<file path="src/rtl/sum4b_seq_ctrl_if.sv">
// Bundle between the wide-add sequencer, its requester and the shared sum4b adder.
interface sum4b_seq_ctrl_if #(
  parameter int NIBBLES = 4
);
  localparam int W = 4 * NIBBLES;

  logic         start;
  logic [W-1:0] A;
  logic [W-1:0] B;
  logic         busy;
  logic         done;
  logic [W-1:0] Sum;
  logic         Cout;
  logic [3:0]   add_a;
  logic [3:0]   add_b;
  logic [3:0]   add_sum;
  logic         add_cout;

  modport master (
    output start, A, B, add_sum, add_cout,
    input  busy, done, Sum, Cout, add_a, add_b
  );

  modport slave (
    input  start, A, B, add_sum, add_cout,
    output busy, done, Sum, Cout, add_a, add_b
  );
endinterface

</file>
<file path="src/rtl/sum4b_seq_ctrl.sv">
// Wide unsigned adder sequencer: walks nibbles LSB first through one shared
// carry-less 4-bit adder, spending a second pass (increment) on any carried-in nibble.
module sum4b_seq_ctrl #(
  parameter int NIBBLES = 4
) (
  input logic             clk,
  input logic             rst,
  sum4b_seq_ctrl_if.slave bus
);
  localparam int W = 4 * NIBBLES;

  typedef enum logic [1:0] {
    IDLE = 2'd0,
    ADD  = 2'd1,
    INC  = 2'd2,
    DONE = 2'd3
  } state_t;

  state_t       state_q, state_d;
  logic [W-1:0] opa_q, opa_d;
  logic [W-1:0] opb_q, opb_d;
  logic [W-1:0] sum_q, sum_d;
  logic [2:0]   idx_q, idx_d;
  logic         carry_q, carry_d;
  logic         c1_q, c1_d;
  logic         cout_q, cout_d;
  logic [3:0]   tmp_q, tmp_d;
  logic         last_s;

  function automatic logic [3:0] get_nib(input logic [W-1:0] x, input logic [2:0] i);
    logic [3:0] r;
    r = 4'h0;
    for (int n = 0; n < NIBBLES; n++) begin
      r = (i == 3'(n)) ? x[4*n +: 4] : r;
    end
    return r;
  endfunction

  function automatic logic [W-1:0] put_nib(input logic [W-1:0] s, input logic [2:0] i,
                                           input logic [3:0] v);
    logic [W-1:0] r;
    r = s;
    for (int n = 0; n < NIBBLES; n++) begin
      r[4*n +: 4] = (i == 3'(n)) ? v : s[4*n +: 4];
    end
    return r;
  endfunction

  assign last_s   = (idx_q == 3'(NIBBLES - 1));
  assign bus.Sum  = sum_q;
  assign bus.Cout = cout_q;

  // Next-state and adder-operand decode.
  always_comb begin
    state_d   = state_q;
    opa_d     = opa_q;
    opb_d     = opb_q;
    sum_d     = sum_q;
    idx_d     = idx_q;
    carry_d   = carry_q;
    c1_d      = c1_q;
    cout_d    = cout_q;
    tmp_d     = tmp_q;
    bus.add_a = 4'h0;
    bus.add_b = 4'h0;
    bus.busy  = 1'b0;
    bus.done  = 1'b0;
    case (state_q)
      IDLE: begin
        if (bus.start) begin
          opa_d   = bus.A;
          opb_d   = bus.B;
          idx_d   = 3'd0;
          carry_d = 1'b0;
          sum_d   = '0;
          cout_d  = 1'b0;
          state_d = ADD;
        end else begin
          state_d = IDLE;
        end
      end
      ADD: begin
        bus.busy  = 1'b1;
        bus.add_a = get_nib(opa_q, idx_q);
        bus.add_b = get_nib(opb_q, idx_q);
        if (carry_q) begin
          // Carried-in nibble: park the raw sum and finish it with +1 in INC.
          tmp_d   = bus.add_sum;
          c1_d    = bus.add_cout;
          state_d = INC;
        end else begin
          sum_d   = put_nib(sum_q, idx_q, bus.add_sum);
          carry_d = bus.add_cout;
          if (last_s) begin
            cout_d  = bus.add_cout;
            state_d = DONE;
          end else begin
            idx_d   = idx_q + 3'd1;
            state_d = ADD;
          end
        end
      end
      INC: begin
        bus.busy  = 1'b1;
        bus.add_a = tmp_q;
        bus.add_b = 4'b0001;
        sum_d     = put_nib(sum_q, idx_q, bus.add_sum);
        carry_d   = c1_q | bus.add_cout;
        if (last_s) begin
          cout_d  = c1_q | bus.add_cout;
          state_d = DONE;
        end else begin
          idx_d   = idx_q + 3'd1;
          state_d = ADD;
        end
      end
      DONE: begin
        bus.done = 1'b1;
        state_d  = IDLE;
      end
      default: begin
        state_d = IDLE;
      end
    endcase
  end

  // State and datapath registers with synchronous reset.
  always_ff @(posedge clk) begin
    if (rst) begin
      state_q <= IDLE;
      opa_q   <= '0;
      opb_q   <= '0;
      sum_q   <= '0;
      idx_q   <= 3'd0;
      carry_q <= 1'b0;
      c1_q    <= 1'b0;
      cout_q  <= 1'b0;
      tmp_q   <= 4'h0;
    end else begin
      state_q <= state_d;
      opa_q   <= opa_d;
      opb_q   <= opb_d;
      sum_q   <= sum_d;
      idx_q   <= idx_d;
      carry_q <= carry_d;
      c1_q    <= c1_d;
      cout_q  <= cout_d;
      tmp_q   <= tmp_d;
    end
  end
endmodule

</file>
<file path="src/flat_wrapper.sv">
// flat-port wrapper written by rule: the top's interface ports become plain ports
module sum4b_seq_ctrl_flat 
#(
  parameter int NIBBLES = 4
)
  (clk, rst, bus_start, bus_A, bus_B, bus_add_sum, bus_add_cout, bus_busy, bus_done, bus_Sum, bus_Cout, bus_add_a, bus_add_b);
  sum4b_seq_ctrl_if #(.NIBBLES(NIBBLES)) bus_i ();
  input logic clk;
  input logic rst;
  input wire logic [$bits(bus_i.start)-1:0] bus_start;
  input wire logic [$bits(bus_i.A)-1:0] bus_A;
  input wire logic [$bits(bus_i.B)-1:0] bus_B;
  input wire logic [$bits(bus_i.add_sum)-1:0] bus_add_sum;
  input wire logic [$bits(bus_i.add_cout)-1:0] bus_add_cout;
  output wire logic [$bits(bus_i.busy)-1:0] bus_busy;
  output wire logic [$bits(bus_i.done)-1:0] bus_done;
  output wire logic [$bits(bus_i.Sum)-1:0] bus_Sum;
  output wire logic [$bits(bus_i.Cout)-1:0] bus_Cout;
  output wire logic [$bits(bus_i.add_a)-1:0] bus_add_a;
  output wire logic [$bits(bus_i.add_b)-1:0] bus_add_b;
  assign bus_i.start = bus_start;
  assign bus_i.A = bus_A;
  assign bus_i.B = bus_B;
  assign bus_i.add_sum = bus_add_sum;
  assign bus_i.add_cout = bus_add_cout;
  assign bus_busy = bus_i.busy;
  assign bus_done = bus_i.done;
  assign bus_Sum = bus_i.Sum;
  assign bus_Cout = bus_i.Cout;
  assign bus_add_a = bus_i.add_a;
  assign bus_add_b = bus_i.add_b;
  sum4b_seq_ctrl #(.NIBBLES(NIBBLES)) u_core (.clk(clk), .rst(rst), .bus(bus_i));
endmodule
</file>
<file path="config.mk">
export PLATFORM = sky130hd
export DESIGN_NAME = sum4b_seq_ctrl_flat
export DESIGN_NICKNAME = d
export VERILOG_FILES = /design/src/rtl/sum4b_seq_ctrl_if.sv /design/src/rtl/sum4b_seq_ctrl.sv /design/src/flat_wrapper.sv
export SDC_FILE = /design/constraint.sdc
export NUM_CORES = 1
export LEC_CHECK = 0
export CAP_MARGIN = 20
export CORE_MARGIN = 5
export CORE_UTILIZATION = 50
export CTS_CLUSTER_SIZE = 8
export DETAILED_ROUTE_END_ITERATION = 8
export GPL_ROUTABILITY_DRIVEN = 0
export PLACE_DENSITY = 0.8
export REMOVE_ABC_BUFFERS = 1
export SLEW_MARGIN = 10
export SYNTH_ARGS = -nofsm -noshare
export SYNTH_HDL_FRONTEND = slang
export SYNTH_SLANG_ARGS = --single-unit
</file>
<file path="constraint.sdc">
create_clock -name clk -period 1.9 [get_ports clk]
set_input_delay 0.285 -clock clk [delete_from_list [all_inputs] [get_ports clk]]
set_output_delay 0.285 -clock clk [all_outputs]
set_load 0.05 [all_outputs]
</file>
==> flow_summary.ini <==
[run_status]
status = finished with violations
violations = negative setup slack

[clocking]
postCtsHoldBufs = 0
root_buffer = clkbuf_8
htree_levels = 3
numCtsBuffers = 9
cts.sinks = 60
clock_latency_ps = 350
clk_pin_slew_ps = 60
clk_path_buf_depth = 2
cts_tree = built

[placement]
portBuffers = 66
dp_slack_ps = -161
hpwl_um = 5540
dpl_cell_area_um2 = 3800
dp_cells = 480

[die]
rows = 27
dieHeight_um = 85.9
start_util_pct = 52.1
core_area_um2 = 5540
die_w_um = 85.9
ios = 67
die_area_um2 = 7390

[synth]
ys.flop_type = dfxtp_1
yosysWarnings = 0
synth_top_area_share_pct = 41.6
syn_avg_cell_area_um2 = 8.46
ys_seq_area_share_pct = 41.6
synth-edff-count = 0
ys_ff_latch = 60
synth.area.top_cells = dfxtp_1 42%, nand2_1 11%, a21oi_1 7.8%, ha_1 3.9%, o32ai_1 3.3%
netlist_instances = 341
netlist_area_um2 = 2880
async_reset_ff_share_pct = 0
ys_types = 41
yosysTopAreaCell = dfxtp_1

[routing]
dr_total_vias = 2776
firstDrtPassIters = 5
ant_nets = 0
viasPerCell = 5.56
drc = 0
wl_per_cell_um = 15.9
drt_wl_total_um = 7910
drtIter0Drc = 179

[grt]
overflow = 0
grt_use_total_pct = 21.9
grt_pass1_vias = 2733
grt_pass1_wl_um = 12800
antenna_found_initial = 0
grt_max_degree = 33

[setup_path]
crit_required_ps = 1620
worstSetupPathType = reg -> out
startpoint_type = flip-flop
r2r_slack_ps = 120
cp_max_fo = 5
arrival_ps = 1900
r2r_cells = 7
endpoint_kind = output pin

[timing]
fmax_mhz = 457
min_period_ps = 2190
final-setup-viol-count = 8
slew_violations = 0
rsz0062_at_grt = yes
setup_slack_ps = -287
fin_crit_sh_pct = 115
slew_headroom_pct = 64.9
worst_pin_slew_ps = 525
hold_viol_final = 0
finClkSkew_ps = 6.53

[finish]
num_antenna_cells = 0
drive_above_1_share_pct = 21.5
final_cell_mix = 86 x nand2_1, 58 x dfxtp_1, 55 x clkdlybuf4s50_1, 42 x a21oi_1, 24 x buf_4
mostFrequentLayoutCell = nand2_1
fin_nets = 471
finalNonFillerCells = 499
area_growth_pct = 46.4
final_cell_area_um2 = 4220

[pwr]
p_total_w = 0.00311
ir_drop_mv = 0.723
power.density_nw_per_um2 = 737
p_leak_nw = 1.63

[worst_hold_path]
hold_depth = 2
min_path_type = in -> reg

[job]
drv_cap = 0
==> layout make-up <==
class	instances	area, µm²
clock buffers	11	141
clock inverters	5	75.1
fillers	381	1320
inverters	19	73.8
multi-input cells	239	1660
flip-flops and latches	60	1210
well taps	72	90.1
repair buffers	93	978
==> critical path, cell delays in order, from the launching register on <==
cell and delay, ps:
dfxtp_4 380, ha_2 210, ha_4 180, buf_4 130, a21oi_1 50, a221oi_2 300, buf_4 160, buf_12 120
==> layer usage <==
layer	track usage [%]	routed length, µm
met1	27.4	3450
met2	35.9	3920
met3	6.05	411
met4	7.77	133
met5	0	0
==> path summary, 6_finish.rpt <==
check,from,end
setup / recovery,u_core.idx_q[0],bus_add_a[3]
hold / removal,rst,u_core.opb_q[13]
setup reg to reg,u_core.idx_q[0],u_core.bus.Sum[15]
hold reg to reg,u_core.opb_q[15],u_core.opb_q[15]
==> state kept, by name (all words and copies together) (netlist names) <==
name / flops
u_core.carry_q: 1
u_core.c1_q: 1
u_core.idx_q: 3
u_core.opb_q: 16
u_core.state_q: 2
u_core.bus.Cout: 1
u_core.opa_q: 16
u_core.bus.Sum: 16
u_core.tmp_q: 4
==> per-stage QoR <==
stage	hold slack, ps	utilization, %	setup TNS [ps]
finish	417	76.2	-1800
global route	437	76.2	-2370
CTS	401	75.8	-1930
detailed placement	444	68.6	-788
global placement	441	68.6	-339
floorplan	354	-	-4800
==> cell families after synthesis <==
logic type / Yosys count / synth area share (%)
mux: 9 / 3.12
flops: 60 / 41.6
buf+inv: 42 / 6.68
compound gates: 94 / 23.5
fa+ha+maj: 9 / 3.90
simple gates: 127 / 21.2
==> synth_stat cells (4+ instances only) <==
master,number
a21o_1,7
nand2_1,86
dfxtp_1,60
o21ai_0,5
nand3b_1,5
inv_1,18
mux2i_1,9
o32ai_1,11
clkbuf_1,9
a21oi_1,45
nand2b_1,11
buf_2,10
ha_1,9
o221ai_1,7
a221oi_2,4
and3b_1,7
==> power by group <==
group | leakage [nW] | internal [W] | total [W] | switching, W
registers | 0.491 | 0.00131 | 0.00135 | 0.0000378
clock network | 0.113 | 0.000767 | 0.00126 | 0.000491
logic | 1.03 | 0.000236 | 0.000502 | 0.000266
==> what timing repair did <==
action	in CTS	in global routing
pin swaps	13	3
hold endpoints to repair	0	0
resized for setup	39	3
setup buffers	2	1
endpoints found under the setup margin	8	8
No activity file was read; power rests on OpenSTA's default activity.
==> RTL edit (same settings) <==
The 4 states of `state_t` get a one-hot encoding in 4 bits.
--- a/src/rtl/sum4b_seq_ctrl.sv
+++ b/src/rtl/sum4b_seq_ctrl.sv
@@ -9,11 +9,11 @@
 );
   localparam int W = 4 * NIBBLES;
 
-  typedef enum logic [1:0] {
-    IDLE = 2'd0,
-    ADD  = 2'd1,
-    INC  = 2'd2,
-    DONE = 2'd3
+  typedef enum logic [3:0] {
+    IDLE = 4'b0001,
+    ADD  = 4'b0010,
+    INC  = 4'b0100,
+    DONE = 4'b1000
   } state_t;
 
   state_t       state_q, state_d;
Formal check against the unedited RTL: same outputs for any inputs over 10 cycles, from zero or initial values and one cycle with rst high; not proved beyond that.
==> RTL edit against the original RTL <==
The flow still finishes with violations (negative setup slack). Critical endpoint is now bus_add_b[2]. Wire length grew 11%. Worst setup slack gained 0.043 ns. Final area grew 1.5%. Synthesized area shrank 3.0%. Clock power shrank 24%. Power shrank 9.8%. Sequential share of layout area grew 0.63 points. Sequential cell count grew 2. Highest routed layer unchanged.
==> RTL edit: results (changes against the original RTL) <==
Run status
The final reports fail on negative setup slack. The run finished, with violations left.

Timing
The headroom to the max-slew limit is 66.34% (+1.4 points). The minimum setup slack in the final design is -0.2435 ns (+0.04349 ns). The final-layout worst hold slack is 0.3701 ns (-0.04679 ns).

The final setup violation count was 8 (unchanged).

GRT
The overall track demand over capacity in global routing was 23.45% (+1.6 points). The number of global-route vias before repair is 2,842 (+4.0%). The pin count of the biggest net entering global routing is 34 (+3.0%). The first-pass GRT wire length is 13.46 mm (+4.9%).

Worst setup path
The peak fanout along the critical path was 7 (+2). The data arrival at the endpoint of the critical path is 1.86 ns (-0.04 ns). The source of the worst register-to-register timing path is u_core.state_q[2].

The endpoint identified for the worst register-to-register timing path is u_core.idx_q[2]. The setup slack of the worst register-to-register path is 0.05 ns (-0.07 ns). The depth of the worst register-to-register path is 4 (-3).

Yosys
The count of cell types in the netlist is 35 (-15%). The fraction of the yosys area taken by sequential cells is 44.38% (+2.7 points). The mean instance size in the synthesized netlist is 8.059 sq um (-4.7%).

Hold path
The endpoint of the worst hold-timing path is u_core.carry_q.

Placed design
The instance area at placement is 3797 sq um (about the same).

Cells and area
The number of fillers in the final layout is 360 (-5.5%). The share of cells above drive strength 1 is 23.06% (+1.5 points).

Drt
The per-cell routed wire length is 17.26 microns (+8.9%).

Pwr
The maximum resistive drop on vdd is 0.4581 mV (-37%).
-- RTL edit: layer usage --
layer | routed length, microns | vias up | global-route usage, %
li1 | - | 1363 | -
met1 | 3320 | 1401 | 27.34
met2 | 4643 | 142 | 41.14
met3 | 595 | 26 | 4.024
met4 | 244 | 0 | 11.65
met5 | 0 | - | 0
-- RTL edit: what timing repair did --
action	4_1_cts	5_1_grt
setup endpoints to repair	10	22
setup buffers	7	1
pin swaps	21	9
gates cloned	1	0
resized for setup	47	23
-- RTL edit: layout make-up --
type | count | share of cell area [%]
clock buffer | 10 | 2.978
tap | 72 | 2.102
inverter | 7 | 0.7883
multi-input combinational | 252 | 38.19
sequential | 62 | 29.26
clock inverter | 5 | 0.6423
timing repair buffer | 102 | 26.04
-- RTL edit: how the worst max path moves through the flow --
stage                      startpoint      endpoint  slack [ns]  cells past startpoint
floorplan           u_core.state_q[1]  bus_add_b[1]       -1.15                      3
global placement      u_core.idx_q[0]  bus_add_a[1]        0.03                      8
detailed placement    u_core.idx_q[0]  bus_add_a[1]       -0.10                      8
CTS                   u_core.idx_q[1]  bus_add_a[0]       -0.20                      9
global route          u_core.idx_q[1]  bus_add_b[2]       -0.33                      9
finish                u_core.idx_q[1]  bus_add_b[2]       -0.24                      9
-- RTL edit: logic make-up (layout without fill, tap and decap cells) --
logic type	count (synthesis)	in the layout	share of synthesized area, %
xor gates and xnor gates	1	1	0.3133
DFF	62	62	44.38
AOI/OAI and AO/OA	97	97	22.10
muxes	6	6	2.192
and+or+nand+nor	143	143	24.03
adders and majority gates	5	5	2.237
buffers and inverters	33	124	4.743
-- RTL edit: power by group through the flow --
stage / Sequential, W / Combinational, W / Clock [W]
floorplan: 0.00142 / 0.000181 / 0
global placement: 0.00141 / 0.000389 / 0
detailed placement: 0.00142 / 0.000401 / 0
CTS: 0.00139 / 0.000427 / 0.000958
global route: 0.00140 / 0.000484 / 0.00103
finish: 0.00140 / 0.000452 / 0.000958
-- RTL edit: stage by stage --
stage,TNS (ns),setup WS [ns],util [%]
final,-1.736,-0.2435,78.30
after global routing,-2.361,-0.3295,78.30
after CTS,-1.540,-0.1984,76.52
after detailed placement,-0.5988,-0.1027,69.39
after global placement,0,0.02873,69.39
after floorplan,-8.059,-1.147,-
